<file path="config.mk">
export PLATFORM = sky130hd
export DESIGN_NAME = legality_check_unit
export DESIGN_NICKNAME = d
export VERILOG_FILES = /design/src/rtl/legality_check_unit.sv
export SDC_FILE = /design/constraint.sdc
export NUM_CORES = 1
export LEC_CHECK = 0
export ABC_AREA = 1
export BUFFER_PORTS_ARGS = -buffer_cell sky130_fd_sc_hd__buf_2
export CAP_MARGIN = 20
export CORE_UTILIZATION = 50
export CTS_CLUSTER_SIZE = 20
export DETAILED_ROUTE_END_ITERATION = 8
export PLACE_DENSITY = 0.8
export SLEW_MARGIN = 20
export SYNTH_ARGS = -nofsm -noshare
export SYNTH_HDL_FRONTEND = slang
export SYNTH_SLANG_ARGS = --single-unit
</file>
<file path="constraint.sdc">
create_clock -name clk -period 1.7 [get_ports clk]
set_input_delay 0.425 -clock clk [delete_from_list [all_inputs] [get_ports clk]]
set_output_delay 0.425 -clock clk [all_outputs]
set_load 0.01 [all_outputs]
</file>
<file path="src/rtl/legality_check_unit.sv">
// legality_check_unit
// Pipelined legality classifier for instructions entering the front end.
// Each accepted instruction is decoded into per-class match flags. It is then
// checked against the static configuration, the runtime extension enables,
// the privilege it was issued at, the RCA id range and CSR read-only rules.
// The result is a legal/illegal verdict plus a cause code. A saturating
// counter and a sticky first-illegal capture register observe every consumed
// illegal result.
//
// Ports:
//   clk, rst                 clock, synchronous active-high reset
//   instruction[31:0]        instruction word (valid/ready with
//   instruction_valid/_ready)  instruction_ready)
//   priv[1:0]                privilege of the instruction, captured at acceptance
//   ext_enable[3:0]          runtime enables {RCA, S-mode, A, M}, captured at acceptance
//   flush                    discard every in-flight entry
//   result_valid/_ready      output handshake
//   illegal, cause[2:0]      verdict and cause (0 legal .. 5 CSR read-only write)
//   result_instruction       instruction belonging to the result
//   illegal_count            saturating count of consumed illegal results
//   first_illegal(_valid)    first consumed illegal instruction since clear
//   clear_capture            clear counter and capture register
module legality_check_unit #(
    parameter int PIPE_STAGES   = 2,
    parameter int NUM_RCAS      = 2,
    parameter int COUNT_W       = 16,
    parameter bit USE_MUL       = 1'b1,
    parameter bit USE_DIV       = 1'b1,
    parameter bit USE_AMO       = 1'b1,
    parameter bit USE_RCA       = 1'b1,
    parameter bit ENABLE_M_MODE = 1'b1,
    parameter bit ENABLE_S_MODE = 1'b1
) (
    input  logic               clk,
    input  logic               rst,
    input  logic [31:0]        instruction,
    input  logic               instruction_valid,
    output logic               instruction_ready,
    input  logic [1:0]         priv,
    input  logic [3:0]         ext_enable,
    input  logic               flush,
    output logic               result_valid,
    input  logic               result_ready,
    output logic               illegal,
    output logic [2:0]         cause,
    output logic [31:0]        result_instruction,
    output logic [COUNT_W-1:0] illegal_count,
    output logic [31:0]        first_illegal,
    output logic               first_illegal_valid,
    input  logic               clear_capture
);

    localparam logic [6:0] OPC_LUI    = 7'b0110111;
    localparam logic [6:0] OPC_AUIPC  = 7'b0010111;
    localparam logic [6:0] OPC_JAL    = 7'b1101111;
    localparam logic [6:0] OPC_JALR   = 7'b1100111;
    localparam logic [6:0] OPC_BRANCH = 7'b1100011;
    localparam logic [6:0] OPC_LOAD   = 7'b0000011;
    localparam logic [6:0] OPC_STORE  = 7'b0100011;
    localparam logic [6:0] OPC_OP_IMM = 7'b0010011;
    localparam logic [6:0] OPC_OP     = 7'b0110011;
    localparam logic [6:0] OPC_FENCE  = 7'b0001111;
    localparam logic [6:0] OPC_SYSTEM = 7'b1110011;
    localparam logic [6:0] OPC_AMO    = 7'b0101111;
    localparam logic [6:0] OPC_RCA    = 7'b0101011;

    localparam logic [2:0] CAUSE_LEGAL    = 3'd0;
    localparam logic [2:0] CAUSE_UNKNOWN  = 3'd1;
    localparam logic [2:0] CAUSE_EXT_OFF  = 3'd2;
    localparam logic [2:0] CAUSE_PRIV     = 3'd3;
    localparam logic [2:0] CAUSE_RCA_ID   = 3'd4;
    localparam logic [2:0] CAUSE_CSR_RO   = 3'd5;

    localparam logic [2:0] RCA_LIMIT = 3'(NUM_RCAS);

    typedef struct packed {
        logic base;
        logic mul;
        logic div;
        logic amo;
        logic machine;
        logic supervisor;
        logic rca;
        logic csr;
    } class_flags_t;

    typedef struct packed {
        class_flags_t flags;
        logic [11:0]  csr_addr;
        logic [4:0]   rs1;
        logic [2:0]   funct3;
        logic [1:0]   rca_id;
        logic [1:0]   priv;
        logic [3:0]   ext;
        logic [31:0]  instr;
    } decode_t;

    // Pure encoding match; at most one class flag is set for any word.
    function automatic class_flags_t decode_classes(input logic [31:0] ins);
        class_flags_t f;
        logic [6:0]   opcode;
        logic [2:0]   f3;
        logic [6:0]   f7;
        logic [4:0]   f5;
        logic [4:0]   rd;
        logic [4:0]   rs2;
        opcode = ins[6:0];
        f3     = ins[14:12];
        f7     = ins[31:25];
        f5     = ins[31:27];
        rd     = ins[11:7];
        rs2    = ins[24:20];
        f      = '0;
        case (opcode)
            OPC_LUI, OPC_AUIPC, OPC_JAL: f.base = 1'b1;
            OPC_JALR:   f.base = (f3 == 3'b000);
            OPC_BRANCH: f.base = (f3 != 3'b010) && (f3 != 3'b011);
            OPC_LOAD:   f.base = (f3 != 3'b011) && (f3 != 3'b110) && (f3 != 3'b111);
            OPC_STORE:  f.base = (f3[2] == 1'b0) && (f3[1:0] != 2'b11);
            OPC_OP_IMM: begin
                if (f3 == 3'b001) begin
                    f.base = (f7 == 7'b0000000);
                end else if (f3 == 3'b101) begin
                    f.base = (f7 == 7'b0000000) || (f7 == 7'b0100000);
                end else begin
                    f.base = 1'b1;
                end
            end
            OPC_OP: begin
                case (f7)
                    7'b0000000: f.base = 1'b1;
                    7'b0100000: f.base = (f3 == 3'b000) || (f3 == 3'b101);
                    7'b0000001: begin
                        f.mul = ~f3[2];
                        f.div = f3[2];
                    end
                    default:    f.base = 1'b0;
                endcase
            end
            OPC_FENCE: f.base = (f3 == 3'b000) || (f3 == 3'b001);
            OPC_SYSTEM: begin
                if (f3 == 3'b000) begin
                    if ((ins == 32'h0000_0073) || (ins == 32'h0010_0073)) begin
                        f.base = 1'b1;                       // ECALL / EBREAK
                    end else if (ins == 32'h3020_0073) begin
                        f.machine = 1'b1;                    // MRET
                    end else if ((ins == 32'h1020_0073) || (ins == 32'h1050_0073)) begin
                        f.supervisor = 1'b1;                 // SRET / WFI
                    end else if ((f7 == 7'b0001001) && (rd == 5'd0)) begin
                        f.supervisor = 1'b1;                 // SFENCE.VMA
                    end else begin
                        f = '0;
                    end
                end else if (f3 != 3'b100) begin
                    f.csr = 1'b1;
                end else begin
                    f = '0;
                end
            end
            OPC_AMO: begin
                if (f3 == 3'b010) begin
                    case (f5)
                        5'b00010: f.amo = (rs2 == 5'd0);     // LR.W requires rs2 = 0
                        5'b00011, 5'b00001, 5'b00000, 5'b00100, 5'b01100,
                        5'b01000, 5'b10000, 5'b10100, 5'b11000, 5'b11100: f.amo = 1'b1;
                        default: f.amo = 1'b0;
                    endcase
                end else begin
                    f.amo = 1'b0;
                end
            end
            OPC_RCA: f.rca = 1'b1;
            default: f = '0;
        endcase
        return f;
    endfunction

    // Capture everything the final stage needs so the input may change freely.
    function automatic decode_t build_decode(input logic [31:0] ins,
                                             input logic [1:0]  p,
                                             input logic [3:0]  ext);
        decode_t d;
        d.flags    = decode_classes(ins);
        d.csr_addr = ins[31:20];
        d.rs1      = ins[19:15];
        d.funct3   = ins[14:12];
        d.rca_id   = ins[13:12];
        d.priv     = p;
        d.ext      = ext;
        d.instr    = ins;
        return d;
    endfunction

    // Priority-ordered verdict: encoding, enables, privilege, RCA range, CSR RO.
    function automatic logic [2:0] classify(input decode_t d);
        logic       no_match;
        logic       static_off;
        logic       ext_off;
        logic       priv_bad;
        logic       rca_bad;
        logic       csr_write;
        logic       ro_write;
        logic [2:0] c;
        no_match   = ~(|d.flags);
        static_off = (d.flags.mul & ~USE_MUL) | (d.flags.div & ~USE_DIV) |
                     (d.flags.amo & ~USE_AMO) | (d.flags.rca & ~USE_RCA) |
                     (d.flags.machine & ~ENABLE_M_MODE) |
                     (d.flags.supervisor & ~ENABLE_S_MODE);
        ext_off    = ((d.flags.mul | d.flags.div) & ~d.ext[0]) |
                     (d.flags.amo & ~d.ext[1]) |
                     (d.flags.supervisor & ~d.ext[2]) |
                     (d.flags.rca & ~d.ext[3]);
        priv_bad   = (d.flags.machine & (d.priv != 2'b11)) |
                     (d.flags.supervisor & (d.priv == 2'b00)) |
                     (d.flags.csr & (d.csr_addr[9:8] > d.priv));
        rca_bad    = d.flags.rca & ({1'b0, d.rca_id} >= RCA_LIMIT);
        // CSRRS/CSRRC forms only write when the source (rs1 or uimm) is non-zero.
        csr_write  = (d.funct3[1:0] == 2'b01) | (d.funct3[1] & (d.rs1 != 5'd0));
        ro_write   = d.flags.csr & (d.csr_addr[11:10] == 2'b11) & csr_write;
        if (no_match | static_off) begin
            c = CAUSE_UNKNOWN;
        end else if (ext_off) begin
            c = CAUSE_EXT_OFF;
        end else if (priv_bad) begin
            c = CAUSE_PRIV;
        end else if (rca_bad) begin
            c = CAUSE_RCA_ID;
        end else if (ro_write) begin
            c = CAUSE_CSR_RO;
        end else begin
            c = CAUSE_LEGAL;
        end
        return c;
    endfunction

    logic               out_ready_s;
    logic               in_ready_s;
    logic               accept_s;
    logic               fin_valid_s;
    decode_t            in_decode_s;
    decode_t            fin_data_s;
    logic [2:0]         fin_cause_s;
    logic               consume_illegal_s;

    logic               result_valid_r;
    logic               illegal_r;
    logic [2:0]         cause_r;
    logic [31:0]        result_instruction_r;
    logic [COUNT_W-1:0] illegal_count_r;
    logic [31:0]        first_illegal_r;
    logic               first_illegal_valid_r;

    assign out_ready_s       = ~result_valid_r | result_ready;
    assign instruction_ready = in_ready_s & ~flush & ~rst;
    assign accept_s          = instruction_valid & instruction_ready;

    // Decode of the word currently presented at the input
    always_comb begin
        in_decode_s = build_decode(instruction, priv, ext_enable);
    end

    generate
        if (PIPE_STAGES >= 2) begin : g_two_stage
            logic    s1_valid_r;
            decode_t s1_data_r;

            assign in_ready_s  = ~s1_valid_r | out_ready_s;
            assign fin_valid_s = s1_valid_r;
            assign fin_data_s  = s1_data_r;

            // Decode stage register: refills whenever it drains or is empty
            always_ff @(posedge clk) begin
                if (rst) begin
                    s1_valid_r <= 1'b0;
                    s1_data_r  <= '0;
                end else if (flush) begin
                    s1_valid_r <= 1'b0;
                end else if (in_ready_s) begin
                    s1_valid_r <= accept_s;
                    if (accept_s) begin
                        s1_data_r <= in_decode_s;
                    end
                end
            end
        end else begin : g_one_stage
            // Decode and combine collapse into the output register.
            assign in_ready_s  = out_ready_s;
            assign fin_valid_s = accept_s;
            assign fin_data_s  = in_decode_s;
        end
    endgenerate

    // Verdict for the entry about to enter the output register
    always_comb begin
        fin_cause_s = classify(fin_data_s);
    end

    // Output register: holds every field stable while the consumer stalls
    always_ff @(posedge clk) begin
        if (rst) begin
            result_valid_r       <= 1'b0;
            illegal_r            <= 1'b0;
            cause_r              <= CAUSE_LEGAL;
            result_instruction_r <= 32'h0000_0000;
        end else if (flush) begin
            result_valid_r <= 1'b0;
        end else if (out_ready_s) begin
            result_valid_r <= fin_valid_s;
            if (fin_valid_s) begin
                illegal_r            <= (fin_cause_s != CAUSE_LEGAL);
                cause_r              <= fin_cause_s;
                result_instruction_r <= fin_data_s.instr;
            end
        end
    end

    // A consume in the flush cycle still counts: only the handshake matters.
    assign consume_illegal_s = result_valid_r & result_ready & illegal_r;

    // Saturating illegal counter; a coincident consume survives a clear
    always_ff @(posedge clk) begin
        if (rst) begin
            illegal_count_r <= '0;
        end else if (clear_capture) begin
            illegal_count_r <= consume_illegal_s ? COUNT_W'(1) : '0;
        end else if (consume_illegal_s && (illegal_count_r != {COUNT_W{1'b1}})) begin
            illegal_count_r <= illegal_count_r + COUNT_W'(1);
        end
    end

    // Sticky capture of the first consumed illegal instruction
    always_ff @(posedge clk) begin
        if (rst) begin
            first_illegal_r       <= 32'h0000_0000;
            first_illegal_valid_r <= 1'b0;
        end else if (clear_capture) begin
            first_illegal_valid_r <= consume_illegal_s;
            if (consume_illegal_s) begin
                first_illegal_r <= result_instruction_r;
            end
        end else if (consume_illegal_s && !first_illegal_valid_r) begin
            first_illegal_r       <= result_instruction_r;
            first_illegal_valid_r <= 1'b1;
        end
    end

    assign result_valid        = result_valid_r;
    assign illegal             = illegal_r;
    assign cause               = cause_r;
    assign result_instruction  = result_instruction_r;
    assign illegal_count       = illegal_count_r;
    assign first_illegal       = first_illegal_r;
    assign first_illegal_valid = first_illegal_valid_r;

endmodule

</file>
Word level (Yosys, flattened, before mapping):

Cells that the tools add are included.

* divide/modulo/power cells: 0
* shifts and indexed selects: 0
* equality and inequality tests: 45
* mux-type cells: 33
* $add $sub $neg: 1
* bitwise operators: 34
* reduce and logical (&&, ||, !) cells: 30
* magnitude comparators: 2
* multiply operators: 0

Operators with widths (count)
* 32-bit 2-to-1 mux: 3
* 32-bit by 29-bit equality test with 1-bit output (second input constant): 2
* 7-bit by 6-bit equality test with 1-bit output (second input constant): 6
* 32-bit by 21-bit equality test with 1-bit output (second input constant): 1
* 32-bit by 30-bit equality test with 1-bit output (second input constant): 1
* 32-bit by 7-bit equality test with 1-bit output (second input constant): 1
* 16-bit 2-to-1 mux: 2
* 7-bit equality test (second input constant): 4
* 5-bit equality test (second input constant): 4
* 3-bit 2-to-1 mux: 6
* 16-bit by 1-bit adder with 16-bit output (second input constant): 1
* 1-bit AND: 16
* 16-bit != test (second input constant): 1
* 5-bit logical NOT: 3
* 7-bit by 4-bit equality test with 1-bit output (second input constant): 2
* 7-bit by 5-bit equality test with 1-bit output (second input constant): 2
* 1-bit 2-to-1 mux: 12
* 5-bit by 2-bit equality test with 1-bit output (second input constant): 2
* 5-bit by 4-bit equality test with 1-bit output (second input constant): 2
* 10-bit OR reduction: 1
* 3-bit != test (second input constant): 3
* 1-bit inverter: 9
* 1-bit bitwise OR: 9
* 1-bit case mux with 9 select lines: 1
* 33 further kinds: 51

* memory bits (read-only): 0
* memories kept: 0
* output and inout port bits: 87
* RAM bits: 0
* bits in registers: 154
* input bits: 44
* latch bits: 0
* word-level logic and storage cells: 168

Depth between registers and ports, before layout:

* depth after elaboration: 10
* depth in mapped cells: 13
* mapped depth without buffers: 13

Least setup slack after synthesis:

OpenSTA, ideal clock, no wires.

* path type: reg-to-reg
* start point: reg illegal_count_r[0], in the netlist illegal_count[0]
* end point: reg illegal_count_r[10], in the netlist illegal_count[10]
* data arrival time: 1.443 ns
* path slack: 0.142 ns
* path buffers: 1
* cell stages (with the launch flop): 10
* required time: 1.585 ns
* library setup time: 0.115 ns
* period minus slack after synthesis: 1.558 ns
* cell sequence: dfxtp_1 > ha_1 > nand3_2 > nor3_2 > inv_2 > nor2_2 > nor2_2 > buf_6 > a31oi_1 > nor2_1

* cells in the longest elaborated chain, start to end: 3
* elaborated cells between the ends (all ways): 6
* classes of those cells: 1 x add/sub; 1 x eq/ne; 2 x mux; 2 x reduce/logical

Ends and longest elaborated chain
* from (decl): line 249 `logic [COUNT_W-1:0] illegal_count_r;`
* from (signal assigned): line 325 `illegal_count_r <= consume_illegal_s ? COUNT_W'(1) : '0;`
* from (signal assigned): line 327 `illegal_count_r <= illegal_count_r + COUNT_W'(1);`
* 16-bit by 1-bit adder with 16-bit output or 16-bit != test (tied branches): line 327, 326
* 16-bit 2-to-1 mux or 1-bit logical AND (tied branches): line 326 `end else if (consume_illegal_s && (illegal_count_r != {COUNT_W{1'b1}})) begin`
* 16-bit 2-to-1 mux or 2-bit nonzero test (tied branches)

Several ways; a longest one is shown, not always the timed one. The select of a mux whose other input is x is not followed.
A chain may end at the register's enable or synchronous reset.

Worst setup path in the final report:

* start point: reg result_valid_r, in the netlist result_valid
* end point: out instruction_ready

* cells in the longest elaborated chain, start to end: 5

Ends and longest elaborated chain
* from (decl): line 245 `logic result_valid_r;`
* from (signal assigned): line 308 `result_valid_r <= fin_valid_s;`
* 1-bit inverter: line 253 `assign out_ready_s = ~result_valid_r | result_ready;`
* 1-bit bitwise OR: line 253
* 1-bit bitwise OR: line 267 `assign in_ready_s = ~s1_valid_r | out_ready_s;`
* 1-bit AND (2 in a row): line 254 `assign instruction_ready = in_ready_s & ~flush & ~rst;`
* to (decl): line 38 `output logic instruction_ready,`

Every way passes these cells.

==> metrics.md <==
| Metric | Value |
|---|---|
| R2R cell count | 10 |
| Largest area contributor in the netlist | dfxtp_1 |
| Clk pwr share | between 40% and 50% |
| IO Port Bufs | 130 |
| CP Max Fanout | 3 |
| RR Startpoint | illegal_count[1] |
| Largest cells by area after synthesis | dfxtp_1, nor2_1, o21ai_0, nand2_1, a21oi_1 |
| Hold-fix buffers, CTS | 0 |
| Global route overflow | 0 |
| Switching Share | 24.2% |
| Worst-path clk slew | 60 ps |
| CP most frequent cell | nand2_2 |
| Final ANT Viol Nets | 0 |
| Via count | ~5800 |
| Int Power | 5.64 mW |
| CP Data Arrival Time | 1200 ps |
| Setup TNS | 0 ps |
| Initial Util | slightly above 50% |
| Number of global-route vias before repair | between 5000 and 6000 |
| Share of the synthesized area in the top cell type | between 40% and 50% |
| Commonest cells post-synth | nor2_1, dfxtp_1, nand2_1 |
| Static Leak | about 3.4 nW |
| GR Util met2 | between 40% and 50% |
| DR DRC count | 0 |
| Cell area after synthesis | roughly 0.0057 sq mm |
| Final setup viols | 0 |
| PnR worst setup slack | between 70 and 80 ps |
| CP max stage delay | 330 ps |
| Hold path depth | 3 |
| Global placement routability congestion | 0.964 |
| Row count | 38 |
| FFs w/ async S/R, synth | 0% |
| Critical path, cell by cell | inv_1, nor2_2, nand2_2, nand2_2, inv_2, buf_6 |
| Synth Net Count | 847 |
| HP Class | in2reg |
| Clock Sinks | 133 |
| Layout cells sized above 1 | between 20% and 30% |
| #FFs+latches synth | roughly 130 |
| Die width | 109 um |
| CTS root buf | clkbuf_16 |
| Routed len/inst | 14.1 um |
| P&R area growth vs syn | 28.5% |
| Number of distinct library cells after synthesis | 37 |
| Worst vdd ir | a little under 0.8 mV |
| Peak Freq | 0.615 GHz |
| Period utilization | 95.7% |
| Post-synth EDFFs | 0 |
| Post-Syn Instances | 800 |
| Reg2reg setup slack | 130 ps |
| Flop pwr share | roughly 44% |
| Final slew viol count | 0 |
| Largest net degree at the start of global routing | 50 |
| Final min period | roughly 1600 ps |
| Vias/cell | about 5.3 |
| Busiest grt layer | met2 |
| First-pass GRT wire length | ~25000 um |
| Diodes inserted | 0 |
| Detailed Place HPWL | between 10000 and 15000 um |
| Worst skew pair latency | about 420 ps |
| RR Endpoint | illegal_count[6] |
| Critical Path RT | ~1300 ps |
| Pwr Density | ~1000 mW/mm^2 |
| Hold path endpoint | fin_data_s[46] |
| Min-delay src | instruction[18] |
| Main synth FF type | dfxtp_1 |
| Setup WS pre-CTS | 53.8 ps |
| Core area | roughly 0.011 sq mm |
| Post-synthesis sequential area ratio | a little under half |
| IO Count | 131 |
| Max cap viols | 0 |
| Final Power | roughly 7.4 mW |
| Starting DRT DRC Count | 575 |
| Max clock buf depth | 2 |
| Headroom to the max-slew limit | between 70% and 80% |
| Power share of the combinational group | under 10% |
| Syn Area/Cell | between 7 and 8 sq um |
| Drt total wl | between 15000 and 20000 um |
| Switching pwr | ~1.8 mW |
| Pre-antenna DRT Iters | 6 |
| Clock Skew | 7.02 ps |
| GRT Overall Usage | between 20% and 30% |
| Max H-tree Level | 4 |
| Critical-path top delay cell | dfxtp_2 |
| CTS Buf Count | 17 |
| Measured slew at the worst slew-check pin | a little over 400 ps |
| Critical Path Sink Type | output pin |
| Most common cell in the netlist | nor2_1 |
| RSZ-0062 raised after global routing | false |
| Critical Path Start Type | flop |
| TritonCTS clock tree | built |
| # nets final | 994 |
| Met3 Use GR | 6.75% |
| Status | completed |
| M1 GR Usage | 34.4% |
| Initial antenna violation count | 0 |
| Hold Fails Final Rpt | 0 |
| Die Y | around 110 um |
| Crit Path Class | reg2out |
| Die area | around 0.012 sq mm |
| YS warnings | 0 |
## per-layer routing
layer / share of wire (%) / routed length, um / up-vias
met3: 6.9 / 1080 / 25
met5: 0 / 0 / -
met2: 47 / 7270 / 222
met1: 45 / 6910 / 2671
li1: - / - / 2903
met4: 1.7 / 271 / 0
## through the flow
stage / util, % / cell area [sq um] / hold slack (ps) / std cells
finish: 66.8 / 7300 / 246 / 1100
global route: 66.8 / 7300 / 249 / 1100
CTS: 66.2 / 7240 / 240 / 1098
detailed placement: 60.6 / 6630 / 437 / 1064
global placement: 60.6 / 6630 / 428 / 1064
floorplan: - / 5680 / 420 / 800
## worst max-delay path by stage
stage | to | slack, ps | depth (start not counted) | startpoint
floorplan | illegal_count[10] | 140 | 9 | illegal_count[0]
global placement | fin_data_s[3] | 20 | 8 | flush
detailed placement | first_illegal[24] | 50 | 7 | result_ready
CTS | instruction_ready | 10 | 6 | result_valid
global route | illegal_count[15] | 2 | 7 | illegal_count[4]
finish | instruction_ready | 70 | 6 | result_valid
## logic make-up after synthesis
logic type | after synthesis | synth area share, %
muxes | 1 | 0.176
adders and majority gates | 3 | 0.661
xor gates and xnor gates | 1 | 0.154
buffers and inverters | 116 | 8.13
AOI/OAI and AO/OA | 192 | 17.4
and+or+nand+nor | 354 | 26.6
DFF | 133 | 46.9
## power groups by stage
stage                     Clock [mW]  Sequential [mW]  Combinational (mW)
after floorplan                    0             3.32               0.266
after global placement             0             3.32               0.481
after detailed placement           0             3.32               0.489
after CTS                       3.70             3.25               0.498
after global routing            3.84             3.26               0.569
final                           3.68             3.25               0.508
## critical path, delay by kind of cell, from the launching register on
kind | cells | cell delay, ps
buf+inv | 3 | 190
flops | 1 | 330
simple gates | 3 | 270
## cell usage in the layout (no fill, tap or decap), types with 14 or more instances in the layout
| cell type | synthesis | routed |
|---|---|---|
| inv_1 | 79 | 77 |
| nand3_1 | 33 | 33 |
| buf_2 | 8 | 129 |
| nand4_1 | 14 | 14 |
| buf_4 | 2 | 27 |
| o21ai_0 | 106 | 106 |
| dfxtp_1 | 133 | 130 |
| nand2_1 | 109 | 107 |
| a21oi_1 | 76 | 76 |
| nor2_1 | 168 | 167 |
| clkbuf_16 | 0 | 17 |
## area by class of cell
class / count / area [sq um]
clock buffer: 19 / 453
clock inverter: 13 / 145
fill: 944 / 3640
inverter: 82 / 309
multi-input combinational: 551 / 2590
sequential: 133 / 2670
tap: 140 / 175
timing repair buffer: 162 / 960
## sequential cells by signal, summed over array words and instances (netlist names)
signal / cells
fin_data_s: 46
fin_valid_s: 1
cause: 3
illegal: 1
first_illegal_valid: 1
result_valid: 1
result_instruction: 32
illegal_count: 16
first_illegal: 32
## repair_timing
| action | 4_1_cts | 5_1_grt |
|---|---|---|
| gates resized for setup | 2 | 11 |
| endpoints found under the setup margin | 1 | 16 |
| hold endpoints to repair | 0 | 0 |
| setup buffers | 2 | 2 |
| pin swaps | 1 | 3 |
| cloned | 0 | 0 |
No activity file was read; power rests on OpenSTA's default activity.
